$ cat src/rtl/vdp_pkg.sv
// Shared VDP types: VRAM address/data words, arbiter grant encoding and default sizing.
package vdp_pkg;

    localparam int VRAM_ADDR_W       = 15;
    localparam int VRAM_DATA_W       = 8;
    localparam int VRAM_FIFO_DEPTH   = 4;
    localparam int VRAM_STARVE_LIMIT = 8;

    typedef logic [VRAM_ADDR_W-1:0] vram_addr_t;
    typedef logic [VRAM_DATA_W-1:0] vram_data_t;

    typedef enum logic [1:0] {
        GNT_NONE,
        GNT_DISP,
        GNT_CPU
    } grant_t;

endpackage

$ cat src/rtl/vram_arbiter_if.sv
// Bus bundle between the VRAM arbiter, its two requesters and the RAM macro.
interface vram_arbiter_if
    import vdp_pkg::*;
#(
    parameter int ADDR_W     = VRAM_ADDR_W,
    parameter int DATA_W     = VRAM_DATA_W,
    parameter int FIFO_DEPTH = VRAM_FIFO_DEPTH
);
    localparam int LVL_W = $clog2(FIFO_DEPTH) + 1;

    logic              disp_req;
    logic [ADDR_W-1:0] disp_addr;
    logic              disp_ack;
    logic              disp_valid;
    logic [DATA_W-1:0] disp_data;

    logic              cpu_wr_valid;
    logic [ADDR_W-1:0] cpu_wr_addr;
    logic [DATA_W-1:0] cpu_wr_data;
    logic              cpu_wr_ready;
    logic [LVL_W-1:0]  fifo_level;

    logic [ADDR_W-1:0] ram_addr;
    logic              ram_we;
    logic [DATA_W-1:0] ram_wdata;
    logic [DATA_W-1:0] ram_rdata;

    // Arbiter side.
    modport slave (
        input  disp_req, disp_addr, cpu_wr_valid, cpu_wr_addr, cpu_wr_data, ram_rdata,
        output disp_ack, disp_valid, disp_data, cpu_wr_ready, fifo_level,
        output ram_addr, ram_we, ram_wdata
    );

    // Requesters plus RAM side.
    modport master (
        output disp_req, disp_addr, cpu_wr_valid, cpu_wr_addr, cpu_wr_data, ram_rdata,
        input  disp_ack, disp_valid, disp_data, cpu_wr_ready, fifo_level,
        input  ram_addr, ram_we, ram_wdata
    );

endinterface

$ cat src/rtl/vram_wr_fifo.sv
// Synchronous FIFO holding queued CPU writes as {addr,data}; pushes while full are dropped.
module vram_wr_fifo
    import vdp_pkg::*;
#(
    parameter int ADDR_W = VRAM_ADDR_W,
    parameter int DATA_W = VRAM_DATA_W,
    parameter int DEPTH  = VRAM_FIFO_DEPTH,
    localparam int LVL_W = $clog2(DEPTH) + 1
) (
    input  logic              clk,
    input  logic              reset,
    input  logic              push,
    input  logic              pop,
    input  logic [ADDR_W-1:0] push_addr,
    input  logic [DATA_W-1:0] push_data,
    output logic [ADDR_W-1:0] head_addr,
    output logic [DATA_W-1:0] head_data,
    output logic [LVL_W-1:0]  level,
    output logic              ready,
    output logic              empty
);
    localparam int PTR_W = $clog2(DEPTH);

    logic [ADDR_W+DATA_W-1:0] mem [DEPTH];
    logic [PTR_W-1:0]         wr_ptr;
    logic [PTR_W-1:0]         rd_ptr;
    logic                     wr_en;
    logic                     rd_en;

    assign ready = (level != LVL_W'(DEPTH));
    assign empty = (level == '0);
    assign wr_en = push && ready;
    assign rd_en = pop && !empty;

    assign {head_addr, head_data} = mem[rd_ptr];

    always_ff @(posedge clk) begin
        if (wr_en) begin
            mem[wr_ptr] <= {push_addr, push_data};
        end
    end

    // Depth is a power of two, so the pointers wrap naturally.
    always_ff @(posedge clk) begin
        if (reset) begin
            wr_ptr <= '0;
            rd_ptr <= '0;
            level  <= '0;
        end else begin
            if (wr_en) wr_ptr <= wr_ptr + PTR_W'(1);
            if (rd_en) rd_ptr <= rd_ptr + PTR_W'(1);
            case ({wr_en, rd_en})
                2'b10:   level <= level + LVL_W'(1);
                2'b01:   level <= level - LVL_W'(1);
                default: level <= level;
            endcase
        end
    end

endmodule

$ cat src/rtl/vram_arbiter.sv
// VRAM arbiter: display reads take priority, CPU writes drain from a FIFO in free cycles.
// Optional starvation guard enabled by defining VRAM_ARB_STARVE_GUARD_EN.
module vram_arbiter
    import vdp_pkg::*;
#(
    parameter int ADDR_W       = $bits(vram_addr_t),
    parameter int DATA_W       = $bits(vram_data_t),
    parameter int FIFO_DEPTH   = VRAM_FIFO_DEPTH,
    parameter int STARVE_LIMIT = VRAM_STARVE_LIMIT
) (
    input  logic          clk,
    input  logic          reset,
    vram_arbiter_if.slave bus
);
    grant_t            gnt;
    logic              pop;
    logic              fifo_empty;
    logic              force_cpu;
    logic [ADDR_W-1:0] head_addr;
    logic [DATA_W-1:0] head_data;
    logic [ADDR_W-1:0] addr_hold;
    logic              vld_p1;

    vram_wr_fifo #(
        .ADDR_W (ADDR_W),
        .DATA_W (DATA_W),
        .DEPTH  (FIFO_DEPTH)
    ) u_wr_fifo (
        .clk       (clk),
        .reset     (reset),
        .push      (bus.cpu_wr_valid),
        .pop       (pop),
        .push_addr (bus.cpu_wr_addr),
        .push_data (bus.cpu_wr_data),
        .head_addr (head_addr),
        .head_data (head_data),
        .level     (bus.fifo_level),
        .ready     (bus.cpu_wr_ready),
        .empty     (fifo_empty)
    );

    // No grants while in reset so queued writes cannot leak into the RAM.
    always_comb begin
        gnt = GNT_NONE;
        if (!reset) begin
            if (force_cpu)           gnt = GNT_CPU;
            else if (bus.disp_req)   gnt = GNT_DISP;
            else if (!fifo_empty)    gnt = GNT_CPU;
        end
    end

    assign pop           = (gnt == GNT_CPU);
    assign bus.disp_ack  = (gnt == GNT_DISP);
    assign bus.ram_we    = pop;
    assign bus.ram_wdata = head_data;

    always_comb begin
        bus.ram_addr = addr_hold;
        case (gnt)
            GNT_DISP: bus.ram_addr = bus.disp_addr;
            GNT_CPU:  bus.ram_addr = head_addr;
            default:  bus.ram_addr = addr_hold;
        endcase
    end

    always_ff @(posedge clk) begin
        addr_hold <= bus.ram_addr;
    end

    // Stage p1: RAM is presenting read data for the grant of the previous cycle.
    // Stage p2: data captured into disp_data, strobe on disp_valid.
    always_ff @(posedge clk) begin
        if (reset) begin
            vld_p1         <= 1'b0;
            bus.disp_valid <= 1'b0;
            bus.disp_data  <= '0;
        end else begin
            vld_p1         <= bus.disp_ack;
            bus.disp_valid <= vld_p1;
            if (vld_p1) begin
                bus.disp_data <= bus.ram_rdata;
            end
        end
    end

`ifdef VRAM_ARB_STARVE_GUARD_EN
    localparam int CNT_W = $clog2(STARVE_LIMIT + 1);

    logic [CNT_W-1:0] starve_cnt;

    assign force_cpu = (starve_cnt == CNT_W'(STARVE_LIMIT)) && !fifo_empty;

    always_ff @(posedge clk) begin
        if (reset) begin
            starve_cnt <= '0;
        end else if (gnt == GNT_CPU || fifo_empty) begin
            starve_cnt <= '0;
        end else if (gnt == GNT_DISP) begin
            starve_cnt <= starve_cnt + CNT_W'(1);
        end
    end
`else
    localparam int unused_starve_limit = STARVE_LIMIT;

    assign force_cpu = 1'b0;
`endif

endmodule

$ cat src/flat_wrapper.sv
// flat-port wrapper written by rule: the top's interface ports become plain ports
module vram_arbiter_flat import vdp_pkg::*;
#(
    parameter int ADDR_W       = $bits(vram_addr_t),
    parameter int DATA_W       = $bits(vram_data_t),
    parameter int FIFO_DEPTH   = VRAM_FIFO_DEPTH,
    parameter int STARVE_LIMIT = VRAM_STARVE_LIMIT
)
  (clk, reset, bus_disp_req, bus_disp_addr, bus_cpu_wr_valid, bus_cpu_wr_addr, bus_cpu_wr_data, bus_ram_rdata, bus_disp_ack, bus_disp_valid, bus_disp_data, bus_cpu_wr_ready, bus_fifo_level, bus_ram_addr, bus_ram_we, bus_ram_wdata);
  vram_arbiter_if #(.ADDR_W(ADDR_W), .DATA_W(DATA_W), .FIFO_DEPTH(FIFO_DEPTH)) bus_i ();
  input  logic clk;
  input  logic reset;
  input wire logic [$bits(bus_i.disp_req)-1:0] bus_disp_req;
  input wire logic [$bits(bus_i.disp_addr)-1:0] bus_disp_addr;
  input wire logic [$bits(bus_i.cpu_wr_valid)-1:0] bus_cpu_wr_valid;
  input wire logic [$bits(bus_i.cpu_wr_addr)-1:0] bus_cpu_wr_addr;
  input wire logic [$bits(bus_i.cpu_wr_data)-1:0] bus_cpu_wr_data;
  input wire logic [$bits(bus_i.ram_rdata)-1:0] bus_ram_rdata;
  output wire logic [$bits(bus_i.disp_ack)-1:0] bus_disp_ack;
  output wire logic [$bits(bus_i.disp_valid)-1:0] bus_disp_valid;
  output wire logic [$bits(bus_i.disp_data)-1:0] bus_disp_data;
  output wire logic [$bits(bus_i.cpu_wr_ready)-1:0] bus_cpu_wr_ready;
  output wire logic [$bits(bus_i.fifo_level)-1:0] bus_fifo_level;
  output wire logic [$bits(bus_i.ram_addr)-1:0] bus_ram_addr;
  output wire logic [$bits(bus_i.ram_we)-1:0] bus_ram_we;
  output wire logic [$bits(bus_i.ram_wdata)-1:0] bus_ram_wdata;
  assign bus_i.disp_req = bus_disp_req;
  assign bus_i.disp_addr = bus_disp_addr;
  assign bus_i.cpu_wr_valid = bus_cpu_wr_valid;
  assign bus_i.cpu_wr_addr = bus_cpu_wr_addr;
  assign bus_i.cpu_wr_data = bus_cpu_wr_data;
  assign bus_i.ram_rdata = bus_ram_rdata;
  assign bus_disp_ack = bus_i.disp_ack;
  assign bus_disp_valid = bus_i.disp_valid;
  assign bus_disp_data = bus_i.disp_data;
  assign bus_cpu_wr_ready = bus_i.cpu_wr_ready;
  assign bus_fifo_level = bus_i.fifo_level;
  assign bus_ram_addr = bus_i.ram_addr;
  assign bus_ram_we = bus_i.ram_we;
  assign bus_ram_wdata = bus_i.ram_wdata;
  vram_arbiter #(.ADDR_W(ADDR_W), .DATA_W(DATA_W), .FIFO_DEPTH(FIFO_DEPTH), .STARVE_LIMIT(STARVE_LIMIT)) u_core (.clk(clk), .reset(reset), .bus(bus_i));
endmodule
$ cat config.mk
export PLATFORM = sky130hd
export DESIGN_NAME = vram_arbiter_flat
export DESIGN_NICKNAME = d
export VERILOG_FILES = /design/src/rtl/vdp_pkg.sv /design/src/rtl/vram_arbiter_if.sv /design/src/rtl/vram_wr_fifo.sv /design/src/rtl/vram_arbiter.sv /design/src/flat_wrapper.sv
export SDC_FILE = /design/constraint.sdc
export NUM_CORES = 1
export LEC_CHECK = 0
export ABC_AREA = 1
export CAP_MARGIN = 15
export CELL_PAD_IN_SITES_DETAIL_PLACEMENT = 0
export CELL_PAD_IN_SITES_GLOBAL_PLACEMENT = 1
export CORE_ASPECT_RATIO = 0.75
export CORE_MARGIN = 4
export CORE_UTILIZATION = 41
export DETAILED_ROUTE_END_ITERATION = 10
export PLACE_DENSITY = 0.86
export SYNTH_ARGS = -nofsm -noshare
export SYNTH_HDL_FRONTEND = slang
export SYNTH_SLANG_ARGS = --single-unit
$ cat constraint.sdc
create_clock -name clk -period 2.25 [get_ports clk]
set_input_delay 0.45 -clock clk [delete_from_list [all_inputs] [get_ports clk]]
set_output_delay 0.45 -clock clk [all_outputs]
set_load 0.1 [all_outputs]
---- After elaboration in Yosys (flattened, before gate mapping) ----
Memory sizes are Yosys's and may differ from the RTL's. A register that Yosys moved wholly into a read port is not among the register bits.
Index checks and enable logic that the tools add are counted.
cells by class
  add/subtract/negate cells ............... 4
  equal/unequal tests ..................... 5
  multiplexer cells ....................... 9
  reductions and logical operators ........ 5
operator list
  cell                 count
  $pmux 15 s2          1
  $mux 2               5
  $pmux 3 s2           1
  $add 2x1->2 const B  2
  $eq 2x1->1 const B   2
  $eq 2x2->1 const B   2
  $add 3x1->3 const B  1
  $logic_not 3->1      1
  $ne 3x3->1 const B   1
  $sub 3x1->3 const B  1
  $logic_and 1x1->1    2
  $mux 1               2
  $reduce_bool 2->1    1
  $logic_not 1->1      1
storage, ports and cells
  bits in registers ....................... 32
  bits in writable memories ............... 92
  input bits .............................. 50
  output and inout port bits .............. 38
  word-level logic and storage cells ...... 31
  memories ................................ 1
memory list
  name                  depth  width  rd ports  clocked after memory_dff  write ports  RTL line            source
  u_core.u_wr_fifo.mem  4      23     1         1                         1            vram_wr_fifo.sv:24  logic [ADDR_W+DATA_W-1:0] mem [DEPTH];

---- Logic depth before layout (Yosys ltp) ----
Gate-level depths: netlist (run 1).
  depth in word-level cells ............... 8
  depth in mapped cells ................... 13
  mapped depth without buffers ............ 12

---- Cells and area by module ----
Synthesis (run 1) repeated with hierarchy kept, for this count alone.
second synthesis, totals
  cells, all modules ...................... 416
  area total of the unflattened synthesis .. 4917.2 um^2
by module, submodules not included
  module        times used  cells an instance  area each (um^2)  sequential area each (um^2)
  vram_wr_fifo  1           291                3930.0            2942.8
  vram_arbiter  1           125                987.2             500.5

---- Least setup slack after synthesis (run 1) ----
Ideal clock, no wire load.
  path kind ............................... flip-flop to flip-flop
  start point ............................. register u_core.u_wr_fifo.level[0]
  end point ............................... memory u_core.u_wr_fifo.mem[0][0] (netlist name), enable pin
  setup time .............................. 0.403 ns
  arrival time ............................ 2.820 ns
  required time ........................... 1.847 ns
  setup slack ............................. -0.973 ns
  stages on the path, launching flop included .. 5
  buffers on the path ..................... 0
  clock period less this slack ............ 3.223 ns
  cell sequence ........................... dfxtp_1 -> nor2_4 -> nand2_2 -> nand2_2 -> nor2_1
on the way
  word-level cells in the longest chain between the ends .. 4
RTL lines
  what                          RTL line            source
  start, declared               vram_wr_fifo.sv:18  output logic [LVL_W-1:0] level,
  start signal, assigned        vram_wr_fifo.sv:53  2'b10: level <= level + LVL_W'(1);
  start signal, assigned        vram_wr_fifo.sv:54  2'b01: level <= level - LVL_W'(1);
  start signal, assigned        vram_wr_fifo.sv:55  default: level <= level;
  $ne 3x3->1                    vram_wr_fifo.sv:30  assign ready = (level != LVL_W'(DEPTH));
  named net bus_cpu_wr_ready    flat_wrapper.sv:22  output wire logic [$bits(bus_i.cpu_wr_ready)-1:0] bus_cpu_wr_ready;
  $logic_and 1x1->1             vram_wr_fifo.sv:32  assign wr_en = push && ready;
  $mux 1                        vram_wr_fifo.sv:38  if (wr_en) begin
  $mux 1 (not written as such)  vram_wr_fifo.sv:39  mem[wr_ptr] <= {push_addr, push_data};
  end, declared                 vram_wr_fifo.sv:24
The timed path passes the listed nets, and every way through them passes these cells.

---- Worst setup path after layout (run 1) ----
  start point ............................. input reset
  end point ............................... output bus_ram_addr[4]
on the way
  word-level cells in the longest chain between the ends .. 3
  elaborated cells on any way between the ends .. 4
  classes of those cells .................. eq/ne: 2; mux: 2
RTL lines
  what                                      RTL line            source
  start, declared                           flat_wrapper.sv:12  input logic reset;
  $mux 2 (*)                                vram_arbiter.sv:45  if (!reset) begin
  $eq 2x2->1 or $eq 2x1->1 (tied branches)  vram_arbiter.sv:59  case (gnt)
  $pmux 15 s2 (*)                           vram_arbiter.sv:59
  end, declared                             flat_wrapper.sv:24  output wire logic [$bits(bus_i.ram_addr)-1:0] bus_ram_addr;
Mark *: on every way between the ends. The rest lies on a longest branch, timed or not.

==> results of run 1 <==
==> state kept, by name, indices dropped and copies added, names as in the netlist, named ones only <==
register,count
u_core.bus.disp_data,8
u_core.bus.disp_valid,1
u_core.u_wr_fifo.level,3
u_core.u_wr_fifo.wr_ptr,2
u_core.u_wr_fifo.rd_ptr,2
u_core.u_wr_fifo.mem,92
u_core.vld_p1,1
u_core.addr_hold,15
==> kinds of logic after synthesis <==
kind of cell,after synthesis
adder cells (fa/ha/maj),6
AO/OA/AOI/OAI,42
buffers and inverters,40
AND/OR/NAND/NOR,213
flip-flops,126
==> final cells by class <==
class | instances | area, um2
repair buffers | 118 | 1430
inverters | 22 | 87.6
multi-input cells | 261 | 1480
clock inverters | 7 | 106
fillers | 876 | 4350
flip-flops and latches | 126 | 3450
clock buffers | 25 | 515
well taps | 162 | 203
==> metrics by stage <==
| step | setup slack [ps] | power, uW |
|---|---|---|
| 2_1_floorplan | 17.4 | 4100 |
| 3_3_place_gp | -80.3 | 4810 |
| 3_5_place_dp | -100 | 4840 |
| 4_1_cts | 6.03 | 7730 |
| 5_1_grt | 11.0 | 7970 |
| 6_report | 80.6 | 7670 |
==> worst paths after layout <==
kind	depth (start not counted)	endpoint	slack [ps]
max	9	bus_ram_addr[4]	80
min	1	u_core.u_wr_fifo.level[0]$_SDFFE_PP0P_	490
max reg2reg	13	u_core.u_wr_fifo.level[2]$_SDFFE_PP0P_	380
min reg2reg	1	u_core.u_wr_fifo.level[0]$_SDFFE_PP0P_	490
==> what timing repair did <==
item | in CTS | in global routing
pin swaps | 7 | 2
setup endpoints to repair | 16 | 16
resized for setup | 17 | 3
hold buffers | 0 | 0
cloned | 1 | 0
buffers inserted | 7 | 1
==> worst register-to-register path, cell delays in order, from the launching register on <==
cell     delay, ps
dfxtp_2        340
nor2_4         180
buf_4          170
nand2_8         60
nand2_4         60
ha_1           170
inv_1           70
fa_1           380
inv_1           60
nand2_1         40
nand3_1         80
nand2_1         60
nand2_1         50
nor2_1          30
==> synthesized netlist by cell type, types with 2 or more instances <==
library cell	number	area share (%)
nand2_2	4	0.51
o21ai_0	27	2.8
clkbuf_1	4	0.31
o22ai_1	8	1.0
dfxtp_1	34	14
edfxtp_1	92	56
nand2_1	85	6.5
nor2_1	42	3.2
a21oi_1	6	0.61
inv_2	5	0.38
nand3_1	78	8.0
buf_4	3	0.46
ha_1	5	1.3
nand2_4	2	0.46
inv_1	16	1.2
buf_6	2	0.46
buf_2	7	0.72
==> power groups by stage <==
stage	clock network [uW]	registers, uW	logic, uW
6_report	2800	2750	2110
5_1_grt	2980	2770	2220
4_1_cts	2860	2750	2120
3_5_place_dp	0	2790	2050
3_3_place_gp	0	2790	2020
2_1_floorplan	0	2920	1180
==> metal layers <==
layer,share of wire (%),global-route usage [%],wire (um),up-vias
met5,0,0,0,-
met4,1.0,6.42,114,0
met3,7.4,5.76,832,9
met2,50,29.1,5680,107
met1,41,20.9,4640,1655
li1,-,-,-,1727
==> impl_metrics.prom, run 1 <==
# TYPE chip_impl_metric gauge
chip_impl_info{name="layout_commonest_cell",value="edfxtp_1"} 1
chip_impl_info{name="synthFlopType",value="edfxtp_1"} 1
chip_impl_metric{name="path_clk_slew",unit="ps"} 50
chip_impl_metric{name="io_buffers",unit=""} 87
chip_impl_metric{name="place.detailed.hpwl",unit="um"} 7110
chip_impl_info{name="worstSetupStartpointType",value="input pin"} 1
chip_impl_metric{name="switching_share",unit="%"} 30.6
chip_impl_info{name="hp_start",value="u_core.u_wr_fifo.level[0]$_SDFFE_PP0P_"} 1
chip_impl_metric{name="die_height",unit="um"} 103
chip_impl_info{name="grt_setup_unrepaired",value="false"} 1
chip_impl_metric{name="period_minus_ws_final",unit="ps"} 2170
chip_impl_metric{name="post_layout_nonfiller_instances",unit=""} 721
chip_impl_metric{name="worst_ir_drop_vdd",unit="mV"} 0.648
chip_impl_metric{name="die-area",unit="mm2"} 0.0138
chip_impl_metric{name="final_antenna_net_count",unit=""} 0
chip_impl_info{name="timing.critical_path.slowest_stage_cell",value="dlygate4sd2_1"} 1
chip_impl_metric{name="cts_made_buffers",unit=""} 17
chip_impl_metric{name="totalNegativeSetupSlack",unit="ps"} 0
chip_impl_metric{name="nets",unit=""} 602
chip_impl_info{name="status",value="complete, no violations"} 1
chip_impl_metric{name="combPwrFrac",unit="%"} 27.6
chip_impl_metric{name="final-hold-violation-count",unit=""} 0
chip_impl_metric{name="top_level_ports",unit=""} 88
chip_impl_metric{name="overflow",unit=""} 0
chip_impl_metric{name="worst_clock_skew",unit="ps"} 11.8
chip_impl_metric{name="dp_cells",unit=""} 680
chip_impl_metric{name="layout-drive-gt1-share",unit="%"} 26.8
chip_impl_metric{name="p_leak",unit="uW"} 0.00284
chip_impl_info{name="critical_path.cell_chain",value="dlygate4sd2_1 -> inv_2 -> nand2_4 -> a21oi_4 -> buf_6 -> buf_12 -> nand3_2 -> nand3_2 -> buf_12"} 1
chip_impl_metric{name="grt_max_degree",unit=""} 47
chip_impl_metric{name="antenna_found_initial",unit=""} 0
chip_impl_metric{name="detail_route.iter0.violations",unit=""} 278
chip_impl_info{name="regToRegStartpoint",value="u_core.u_wr_fifo.level[1]$_SDFFE_PP0P_"} 1
chip_impl_metric{name="synth_cell_type_count",unit=""} 24
chip_impl_metric{name="wl_per_cell",unit="um"} 15.6
chip_impl_metric{name="required",unit="ps"} 1800
chip_impl_metric{name="setup_viol_count_final",unit=""} 0
chip_impl_metric{name="wl",unit="um"} 11300
chip_impl_metric{name="clockBufferDepth",unit=""} 2
chip_impl_metric{name="slowest_delay",unit="ps"} 260
chip_impl_metric{name="post-route-cell-area",unit="mm2"} 0.00727
chip_impl_metric{name="syn_area",unit="mm2"} 0.00489
chip_impl_metric{name="timing.max_cap.violations",unit=""} 0
chip_impl_metric{name="timing.hold.ws",unit="ps"} 492
chip_impl_info{name="clock_tree_root_driver_cell",value="clkbuf_16"} 1
chip_impl_metric{name="power_report.internal_total",unit="uW"} 5320
chip_impl_info{name="final_cell_mix",value="edfxtp_1, nand2_1, nand3_1, clkdlybuf4s50_1, nor2_1"} 1
chip_impl_metric{name="globalplace.congestion",unit=""} 0.715
chip_impl_metric{name="critical_path.max_fanout",unit=""} 7
chip_impl_metric{name="synth-async-reset-ratio",unit="%"} 0
chip_impl_metric{name="pwr-share-clk",unit="%"} 36.6
chip_impl_metric{name="rows",unit=""} 34
chip_impl_info{name="cts_tree",value="done"} 1
chip_impl_metric{name="yosys.area_share.xor_xnor",unit="%"} 0
chip_impl_info{name="critical_path.top_delay_family",value="buffers and inverters"} 1
chip_impl_metric{name="cp.arrival",unit="ps"} 1720
chip_impl_metric{name="synthesis.instances",unit=""} 427
chip_impl_metric{name="seq_power_share",unit="%"} 35.9
chip_impl_metric{name="synth_edf_count",unit=""} 92
chip_impl_metric{name="detail_route.first_pass.iterations",unit=""} 4
chip_impl_metric{name="route.detailed.drc",unit=""} 0
chip_impl_metric{name="fmaxAchievable",unit="MHz"} 461
chip_impl_metric{name="tightestPinTransition",unit="ps"} 276
chip_impl_info{name="largest_family_of_logic_cells_by_synthesized_area",value="simple AND/OR/NAND/NOR gates"} 1
chip_impl_info{name="criticalPathCategory",value="input pin to primary output"} 1
chip_impl_metric{name="finalMaxSlewViolations",unit=""} 0
chip_impl_metric{name="synthesized_nets",unit=""} 483
chip_impl_metric{name="postSynthAreaPerCell",unit="um2"} 11.5
chip_impl_metric{name="fin_crit_sh",unit="%"} 96.4
chip_impl_metric{name="via_count",unit=""} 3498
chip_impl_metric{name="worst_slew_margin_rel",unit="%"} 81.6
chip_impl_metric{name="dp_area",unit="mm2"} 0.00649
chip_impl_metric{name="first_global_vias",unit=""} 3491
chip_impl_metric{name="groute.usage.overall",unit="%"} 17.2
chip_impl_metric{name="mux_share_of_post_synthesis_cell_area",unit="%"} 0
chip_impl_metric{name="drt-vias-per-instance",unit=""} 4.85
chip_impl_metric{name="power.net_switching",unit="uW"} 2350
chip_impl_metric{name="floorplan.initialDensity",unit="%"} 42.1
chip_impl_metric{name="cts_num_sinks",unit=""} 126
chip_impl_info{name="crit_path_end_kind",value="primary output"} 1
chip_impl_metric{name="yosys.area_share.simple",unit="%"} 19.1
chip_impl_info{name="min-delay-path-class",value="register to register"} 1
chip_impl_metric{name="coreArea",unit="mm2"} 0.0116
chip_impl_metric{name="yosys_warnings",unit=""} 0
chip_impl_metric{name="die-width",unit="um"} 134
chip_impl_metric{name="post_synth_fa_ha_maj_area_fraction",unit="%"} 1.69
chip_impl_metric{name="postSynthRegisterBits",unit=""} 126
chip_impl_metric{name="htree_levels",unit=""} 4
chip_impl_metric{name="antenna_cells",unit=""} 0
chip_impl_metric{name="ys_seq_area_share",unit="%"} 70.3
chip_impl_metric{name="clock_latency",unit="ps"} 410
chip_impl_metric{name="grt_pass1_wl",unit="um"} 17800
chip_impl_metric{name="synth_area_in_compound_gates",unit="%"} 4.73
chip_impl_metric{name="powerDensity",unit="mW/mm2"} 1060
chip_impl_metric{name="critical_path.n_buffers_inverters",unit=""} 5
chip_impl_metric{name="syn2layout_area_growth",unit="%"} 48.5
chip_impl_info{name="cp-startpoint",value="reset"} 1
chip_impl_metric{name="layout.core_utilization",unit="%"} 62.6
Power figures use the tool's default switching activity.
==> run 2, diff against run 1 <==
- PLACE_DENSITY: 0.86 -> 0.85
- SYNTH_HIERARCHICAL: not set -> 1
==> run 2 against run 1 <==
The run now ends with setup timing left; synthesized cell count decreased by 2.6%; die area increased by 0.43%; final area increased by 6.4%; global-route usage increased by 1.0 points; clock power decreased by 7.1%; highest routed layer unchanged.
==> impl_metrics.prom, run 2 <==
# TYPE chip_impl_metric gauge
chip_impl_metric{name="synthesis.instances",unit=""} 416
chip_impl_metric{name="powerDensity",unit="mW/mm2"} 940
chip_impl_metric{name="synth-async-reset-ratio",unit="%"} 0
chip_impl_metric{name="grt_pass1_wl",unit="um"} 18900
chip_impl_metric{name="cp.arrival",unit="ps"} 1850
chip_impl_metric{name="top_level_ports",unit=""} 88
chip_impl_metric{name="largest_register_ffs",unit=""} 92
chip_impl_metric{name="drt-vias-per-instance",unit=""} 5.26
chip_impl_metric{name="cts_made_buffers",unit=""} 17
chip_impl_info{name="synth_top_cells_by_area",value="edfxtp_1, dfxtp_1, nor2_1, nand3_1, o21ai_0"} 1
chip_impl_metric{name="worst_ir_drop_vdd",unit="mV"} 0.504
chip_impl_metric{name="synth_edf_count",unit=""} 92
chip_impl_metric{name="critical_path.max_fanout",unit=""} 5
chip_impl_metric{name="tightestPinTransition",unit="ps"} 368
chip_impl_metric{name="post-synth-top-area-fraction",unit="%"} 56.2
chip_impl_metric{name="synthesized_nets",unit=""} 472
chip_impl_metric{name="area_used_by_multi_input_combinational_logic",unit="mm2"} 0.00165
chip_impl_metric{name="coreArea",unit="mm2"} 0.0117
chip_impl_metric{name="required",unit="ps"} 1800
chip_impl_metric{name="grt_max_degree",unit=""} 24
chip_impl_metric{name="timing.max_cap.violations",unit=""} 0
chip_impl_metric{name="fin_crit_sh",unit="%"} 102
chip_impl_metric{name="die-width",unit="um"} 134
chip_impl_info{name="largest_register",value="u_core/u_wr_fifo/mem"} 1
chip_impl_metric{name="io_buffers",unit=""} 87
chip_impl_metric{name="hold_depth",unit=""} 2
chip_impl_metric{name="layout.core_utilization",unit="%"} 66.4
chip_impl_metric{name="die-area",unit="mm2"} 0.0138
chip_impl_metric{name="fmaxAchievable",unit="MHz"} 434
chip_impl_metric{name="detail_route.first_pass.iterations",unit=""} 6
chip_impl_info{name="violations",value="setup timing"} 1
chip_impl_metric{name="clockBufferDepth",unit=""} 2
chip_impl_metric{name="place.detailed.hpwl",unit="um"} 7050
chip_impl_metric{name="path_clk_slew",unit="ps"} 60
chip_impl_metric{name="syn2layout_area_growth",unit="%"} 57.3
chip_impl_metric{name="floorplan.initialDensity",unit="%"} 42.2
chip_impl_metric{name="overflow",unit=""} 0
chip_impl_metric{name="htree_levels",unit=""} 4
chip_impl_info{name="status",value="finished with violations"} 1
chip_impl_metric{name="first_global_vias",unit=""} 3594
chip_impl_metric{name="cts_num_sinks",unit=""} 126
chip_impl_info{name="criticalPathCategory",value="register to primary output"} 1
chip_impl_metric{name="p_leak",unit="uW"} 0.00292
chip_impl_metric{name="postSynthAreaPerCell",unit="um2"} 11.8
chip_impl_metric{name="final.setup.worst_slack",unit="ps"} -54.6
chip_impl_metric{name="antenna_cells",unit=""} 0
chip_impl_metric{name="final-hold-violation-count",unit=""} 0
chip_impl_metric{name="clock_latency",unit="ps"} 410
chip_impl_info{name="largest_registers",value="u_core/u_wr_fifo/mem (92), u_core/addr_hold (15), u_core/bus.disp_data (8)"} 1
chip_impl_metric{name="totalNegativeSetupSlack",unit="ps"} -118
chip_impl_metric{name="yosys_warnings",unit=""} 6
chip_impl_info{name="grt_setup_unrepaired",value="true"} 1
chip_impl_metric{name="rows",unit=""} 34
chip_impl_metric{name="groute.usage.overall",unit="%"} 18.2
chip_impl_metric{name="final_antenna_net_count",unit=""} 0
chip_impl_info{name="worstSetupStartpointType",value="register"} 1
chip_impl_info{name="synthFlopType",value="edfxtp_1"} 1
chip_impl_metric{name="via_count",unit=""} 3785
chip_impl_metric{name="period_minus_ws_final",unit="ps"} 2300
chip_impl_metric{name="globalplace.congestion",unit=""} 0.737
chip_impl_metric{name="route.detailed.drc",unit=""} 0
chip_impl_info{name="final_cell_mix",value="edfxtp_1, nor2_1, clkdlybuf4s50_1, buf_12"} 1
chip_impl_metric{name="ys_seq_area_share",unit="%"} 70.0
chip_impl_info{name="layout_commonest_cell",value="edfxtp_1"} 1
chip_impl_metric{name="antenna_found_initial",unit=""} 0
chip_impl_metric{name="wl_per_cell",unit="um"} 18.9
chip_impl_metric{name="worst_slew_margin_rel",unit="%"} 75.4
chip_impl_metric{name="synth_cell_type_count",unit=""} 26
chip_impl_info{name="min-delay-path-class",value="register to register"} 1
chip_impl_metric{name="postSynthRegisterBits",unit=""} 126
chip_impl_metric{name="finalMaxSlewViolations",unit=""} 0
chip_impl_info{name="post_synth_most_frequent_cells",value="edfxtp_1, nor2_1, nand3_1, o21ai_0, dfxtp_1"} 1
chip_impl_info{name="synth_most_common_cell",value="edfxtp_1"} 1
chip_impl_info{name="clock_tree_root_driver_cell",value="clkbuf_16"} 1
chip_impl_metric{name="nets",unit=""} 601
chip_impl_info{name="crit_path_end_kind",value="primary output"} 1
chip_impl_metric{name="die_height",unit="um"} 103
chip_impl_metric{name="dp_area",unit="mm2"} 0.00643
chip_impl_metric{name="detail_route.iter0.violations",unit=""} 310
chip_impl_metric{name="setup_viol_count_final",unit=""} 6
chip_impl_metric{name="layout-drive-gt1-share",unit="%"} 34.6
chip_impl_metric{name="post-route-cell-area",unit="mm2"} 0.00774
chip_impl_metric{name="worst_clock_skew",unit="ps"} 6.21
chip_impl_metric{name="wl",unit="um"} 13600
chip_impl_metric{name="ff_latch_area",unit="mm2"} 0.00346
chip_impl_info{name="cts_tree",value="done"} 1
chip_impl_info{name="post-synth-top-area-cell",value="edfxtp_1"} 1
chip_impl_metric{name="n_fill_cell",unit=""} 808
chip_impl_metric{name="worst_r2r_path_depth",unit=""} 16
chip_impl_metric{name="syn_area",unit="mm2"} 0.00492
==> run 2: cell count changes after synthesis, moves of 2 or more <==
cell	previous run	this run
nand2_1	85	26
nor2_1	42	76
nand3_1	78	48
o21ai_1	0	17
o22ai_1	8	23
o21ai_0	27	39
buf_6	2	8
clkbuf_1	4	0
nand2_2	4	0
buf_2	7	5
inv_1	16	18
inv_2	5	3
==> run 2: repair_timing <==
item | CTS | global route
gates cloned | 5 | 6
buffers inserted | 7 | 8
setup endpoints to repair | 15 | 16
resized for setup | 33 | 67
pin swaps | 10 | 32
hold buffers | 0 | 0
==> run 2: cells by family (layout without fill, tap and decap cells) <==
group	after synthesis	count (layout)	share of synthesized area, %
buffers and inverters	41	183	4.89
adders and majority gates	6	6	1.68
AOI/OAI and AO/OA	85	85	9.24
DFF	126	126	70.0
and+or+nand+nor	158	158	14.2
==> run 2: path summary, 6_finish.rpt <==
check / startpoint / end / slack, ps
max reg2reg: u_core/u_wr_fifo/level[2]$_SDFFE_PP0P_ / u_core/u_wr_fifo/level[2]$_SDFFE_PP0P_ / 200
max: register / bus_ram_addr[6] / -50
min reg2reg: u_core/u_wr_fifo/rd_ptr[0]$_SDFFE_PP0P_ / register / 490
min: u_core/u_wr_fifo/rd_ptr[0]$_SDFFE_PP0P_ / register / 490
==> run 2: worst max-delay path, cell delays in order, from the launching register on <==
cell and delay (ps):
dfxtp_4 440, buf_12 190, o21ai_1 130, o22ai_2 280, nand3_2 110, nand3_2 110
buf_12 180
==> run 2: where the power goes <==
group          total, uW  leakage [uW]  switching (uW)  internal, uW
clock network       2600      0.000259             984          1620
logic               1940       0.00153            1250           691
registers           2740       0.00113            66.6          2670
total               7280       0.00292            2300          4970
==> run 2: cell type report <==
cell class,count,area share [%]
Sequential cell,126,44.8
Clock buffer,20,5.64
Timing Repair Buffer,125,21.7
Clock inverter,12,1.55
Timing Repair inverter,3,0.679
Tap cell,162,2.62
Multi-Input combinational cell,249,21.4
Inverter,23,1.71
==> run 2: layer usage <==
layer / global-route usage (%) / vias to the layer above / part of all wire (%)
li1: - / 1761 / -
met1: 22.9 / 1815 / 43
met2: 30.0 / 185 / 47
met3: 6.78 / 24 / 8.7
met4: 5.63 / 0 / 1.6
met5: 0 / - / 0
==> run 2: metrics by stage <==
stage	setup slack [ps]	power, uW	hold slack, ps	instances
global placement	-2.91	4490	460	663
floorplan	-428	3870	448	416
detailed placement	-78.7	4510	485	663
CTS	-22.5	7150	495	707
finish	-54.6	7280	488	720
global route	-106	7490	534	720
==> run 3, diff against run 2 <==
- CORE_UTILIZATION: 41 -> 45
- CTS_CLUSTER_DIAMETER: not set -> 120
- PLACE_DENSITY: 0.85 -> 0.92
- clock period: 2.25 -> 2.8 ns (I/O delays scaled with it)
==> run 3 against run 2 <==
The run now ends clean; power is 22% lower; first-iteration DRC count is 18% lower; clock power decreased by 19%; clock skew rose by 2.6 ps; count of clock-buffer cells in the layout is 2 lower; wire length down 18%; core utilization decreased by 2.2 points; final cell count shrank 7.6%; critical path depth stayed put; combinational power fell by 31%; worst setup slack improved by 220 ps; die area shrank 8.3%; highest routed layer unchanged.
==> impl_metrics.prom, run 3 (synthesized netlist as in run 2, its figures left out) <==
# TYPE chip_impl_metric gauge
chip_impl_info{name="status",value="complete, no violations"} 1
chip_impl_info{name="crit_path_end_kind",value="primary output"} 1
chip_impl_metric{name="detail_route.iter0.violations",unit=""} 254
chip_impl_metric{name="cp.arrival",unit="ps"} 2070
chip_impl_metric{name="die_height",unit="um"} 98.5
chip_impl_metric{name="layout-drive-gt1-share",unit="%"} 19.3
chip_impl_info{name="final_cell_mix",value="edfxtp_1, nor2_1, clkdlybuf4s50_1, nand3_1, o21ai_0"} 1
chip_impl_info{name="criticalPathCategory",value="register to primary output"} 1
chip_impl_metric{name="io_buffers",unit=""} 87
chip_impl_metric{name="die-area",unit="mm2"} 0.0127
chip_impl_metric{name="overflow",unit=""} 0
chip_impl_metric{name="ctsResizeCount",unit=""} 0
chip_impl_metric{name="wl_per_cell",unit="um"} 16.8
chip_impl_info{name="min-delay-path-class",value="register to register"} 1
chip_impl_metric{name="critical_path.max_fanout",unit=""} 19
chip_impl_metric{name="setup_viol_count_final",unit=""} 0
chip_impl_metric{name="preCtsSetupSlack",unit="ps"} 181
chip_impl_metric{name="first_global_vias",unit=""} 3417
chip_impl_metric{name="fmaxAchievable",unit="MHz"} 380
chip_impl_metric{name="worst_clock_skew",unit="ps"} 8.80
chip_impl_info{name="layout_commonest_cell",value="edfxtp_1"} 1
chip_impl_info{name="cts_tree",value="done"} 1
chip_impl_metric{name="place.detailed.hpwl",unit="um"} 7040
chip_impl_metric{name="final-hold-violation-count",unit=""} 0
chip_impl_metric{name="syn2layout_area_growth",unit="%"} 37.0
chip_impl_info{name="grt_setup_unrepaired",value="false"} 1
chip_impl_info{name="largest_register",value="u_core/u_wr_fifo/mem"} 1
chip_impl_metric{name="path_clk_slew",unit="ps"} 60
chip_impl_metric{name="largest_register_ffs",unit=""} 92
chip_impl_metric{name="via_count",unit=""} 3450
chip_impl_metric{name="timing.reg2reg.setup_slack",unit="ps"} 650
chip_impl_metric{name="floorplan.initialDensity",unit="%"} 46.9
chip_impl_metric{name="final.setup.worst_slack",unit="ps"} 170
chip_impl_metric{name="grt_max_degree",unit=""} 47
chip_impl_metric{name="antenna_found_initial",unit=""} 0
chip_impl_metric{name="period_minus_ws_final",unit="ps"} 2630
chip_impl_info{name="setup.worst_path.end",value="bus_ram_addr[6]"} 1
chip_impl_metric{name="cts_hold_buffers",unit=""} 0
chip_impl_metric{name="die-width",unit="um"} 129
chip_impl_metric{name="globalplace.congestion",unit=""} 0.811
chip_impl_metric{name="cts_made_buffers",unit=""} 17
chip_impl_metric{name="n_fill_cell",unit=""} 805
chip_impl_metric{name="powerDensity",unit="mW/mm2"} 837
chip_impl_metric{name="grt_pass1_wl",unit="um"} 17500
chip_impl_metric{name="coreArea",unit="mm2"} 0.0105
chip_impl_metric{name="post_cts.repair.setup_buffers",unit=""} 0
chip_impl_metric{name="nets",unit=""} 573
chip_impl_metric{name="antenna_cells",unit=""} 0
chip_impl_metric{name="area_used_by_multi_input_combinational_logic",unit="mm2"} 0.00125
chip_impl_metric{name="drt-vias-per-instance",unit=""} 5.19
chip_impl_metric{name="groute.usage.overall",unit="%"} 18.2
chip_impl_metric{name="route.detailed.drc",unit=""} 0
chip_impl_info{name="worstSetupStartpointType",value="register"} 1
chip_impl_metric{name="p_leak",unit="uW"} 0.00255
chip_impl_metric{name="fin_crit_sh",unit="%"} 93.9
chip_impl_metric{name="worst_r2r_path_depth",unit=""} 16
chip_impl_metric{name="ff_latch_area",unit="mm2"} 0.00346
chip_impl_metric{name="wl",unit="um"} 11100
chip_impl_metric{name="clockBufferDepth",unit=""} 2
chip_impl_metric{name="finalMaxSlewViolations",unit=""} 0
chip_impl_metric{name="worst_slew_margin_rel",unit="%"} 71.1
chip_impl_metric{name="required",unit="ps"} 2240
chip_impl_metric{name="top_level_ports",unit=""} 88
chip_impl_info{name="clock_tree_root_driver_cell",value="clkbuf_16"} 1
chip_impl_metric{name="worst_ir_drop_vdd",unit="mV"} 0.495
chip_impl_metric{name="tightestPinTransition",unit="ps"} 433
chip_impl_info{name="worst_r2r_endpoint",value="u_core/u_wr_fifo/level[2]$_SDFFE_PP0P_"} 1
chip_impl_info{name="regToRegStartpoint",value="u_core/u_wr_fifo/level[0]$_SDFFE_PP0P_"} 1
chip_impl_metric{name="final_antenna_net_count",unit=""} 0
chip_impl_metric{name="htree_levels",unit=""} 4
chip_impl_metric{name="rows",unit=""} 32
chip_impl_metric{name="detail_route.first_pass.iterations",unit=""} 4
chip_impl_metric{name="timing.max_cap.violations",unit=""} 0
chip_impl_metric{name="totalNegativeSetupSlack",unit="ps"} 0
chip_impl_info{name="largest_registers",value="u_core/u_wr_fifo/mem (92), u_core/addr_hold (15), u_core/bus.disp_data (8)"} 1
chip_impl_metric{name="clock_latency",unit="ps"} 410
chip_impl_metric{name="cts_num_sinks",unit=""} 126
-- run 3: cell count changes in the layout (fill, tap and decap cells not counted), moves of 5 or more --
cell and change:
buf_12 -11, nand3_1 +23, nand3_2 -20, nor2_1 +6, o21ai_0 +17, o21ai_2 -9, o21ai_4 -5, o22ai_1 +17
o22ai_2 -15
-- run 3: per-stage QoR --
step / instances / power, uW / utilization, % / hold WS (ps) / instance area (um2)
after floorplan: 416 / 3080 / - / 448 / 4940
after global placement: 634 / 3550 / 58.7 / 462 / 6160
after detailed placement: 634 / 3570 / 58.7 / 484 / 6160
after CTS: 665 / 5680 / 64.2 / 495 / 6730
after global routing: 665 / 5840 / 64.2 / 512 / 6740
final: 665 / 5640 / 64.2 / 499 / 6740
-- run 3: how the worst min path moves through the flow --
stage | cells after the start | end | slack (ps) | startpoint
floorplan | 2 | register | 450 | u_core/u_wr_fifo/rd_ptr[0]$_SDFFE_PP0P_
global placement | 2 | u_core/u_wr_fifo/rd_ptr[0]$_SDFFE_PP0P_ | 460 | u_core/u_wr_fifo/rd_ptr[0]$_SDFFE_PP0P_
detailed placement | 2 | u_core/u_wr_fifo/rd_ptr[0]$_SDFFE_PP0P_ | 480 | u_core/u_wr_fifo/rd_ptr[0]$_SDFFE_PP0P_
CTS | 2 | u_core/u_wr_fifo/rd_ptr[0]$_SDFFE_PP0P_ | 490 | u_core/u_wr_fifo/rd_ptr[0]$_SDFFE_PP0P_
global route | 2 | u_core/u_wr_fifo/rd_ptr[0]$_SDFFE_PP0P_ | 510 | u_core/u_wr_fifo/rd_ptr[0]$_SDFFE_PP0P_
finish | 2 | u_core/u_wr_fifo/rd_ptr[0]$_SDFFE_PP0P_ | 500 | u_core/u_wr_fifo/rd_ptr[0]$_SDFFE_PP0P_
-- run 3: final cells by class --
cell class	instances	area share [%]
flip-flops and latches	126	51.3
well taps	136	2.53
repair buffers	100	17.7
inverters	23	1.47
clock inverters	13	2.10
clock buffers	18	6.37
multi-input cells	249	18.6
-- run 3: report_power, final --
| group | switching (uW) | internal, uW | leakage [uW] |
|---|---|---|---|
| clock network | 806 | 1310 | 0.000273 |
| logic | 908 | 426 | 0.00115 |
| registers | 46.1 | 2150 | 0.00113 |
-- run 3: metal layers --
layer	up-vias	wire, um	part of all wire, %	global-route usage, %
li1	1693	-	-	-
met1	1614	4960	45	23.8
met2	133	5140	46	27.7
met3	10	921	8.3	6.45
met4	0	118	1.1	7.59
met5	-	0	0	0
-- run 3: worst max-delay path, stage by stage, from the launching register on --
cell and delay [ps]:
dfxtp_2 430, buf_4 270, o21ai_0 120, o22ai_1 320, nand3_1 140, nand3_1 170
buf_12 190
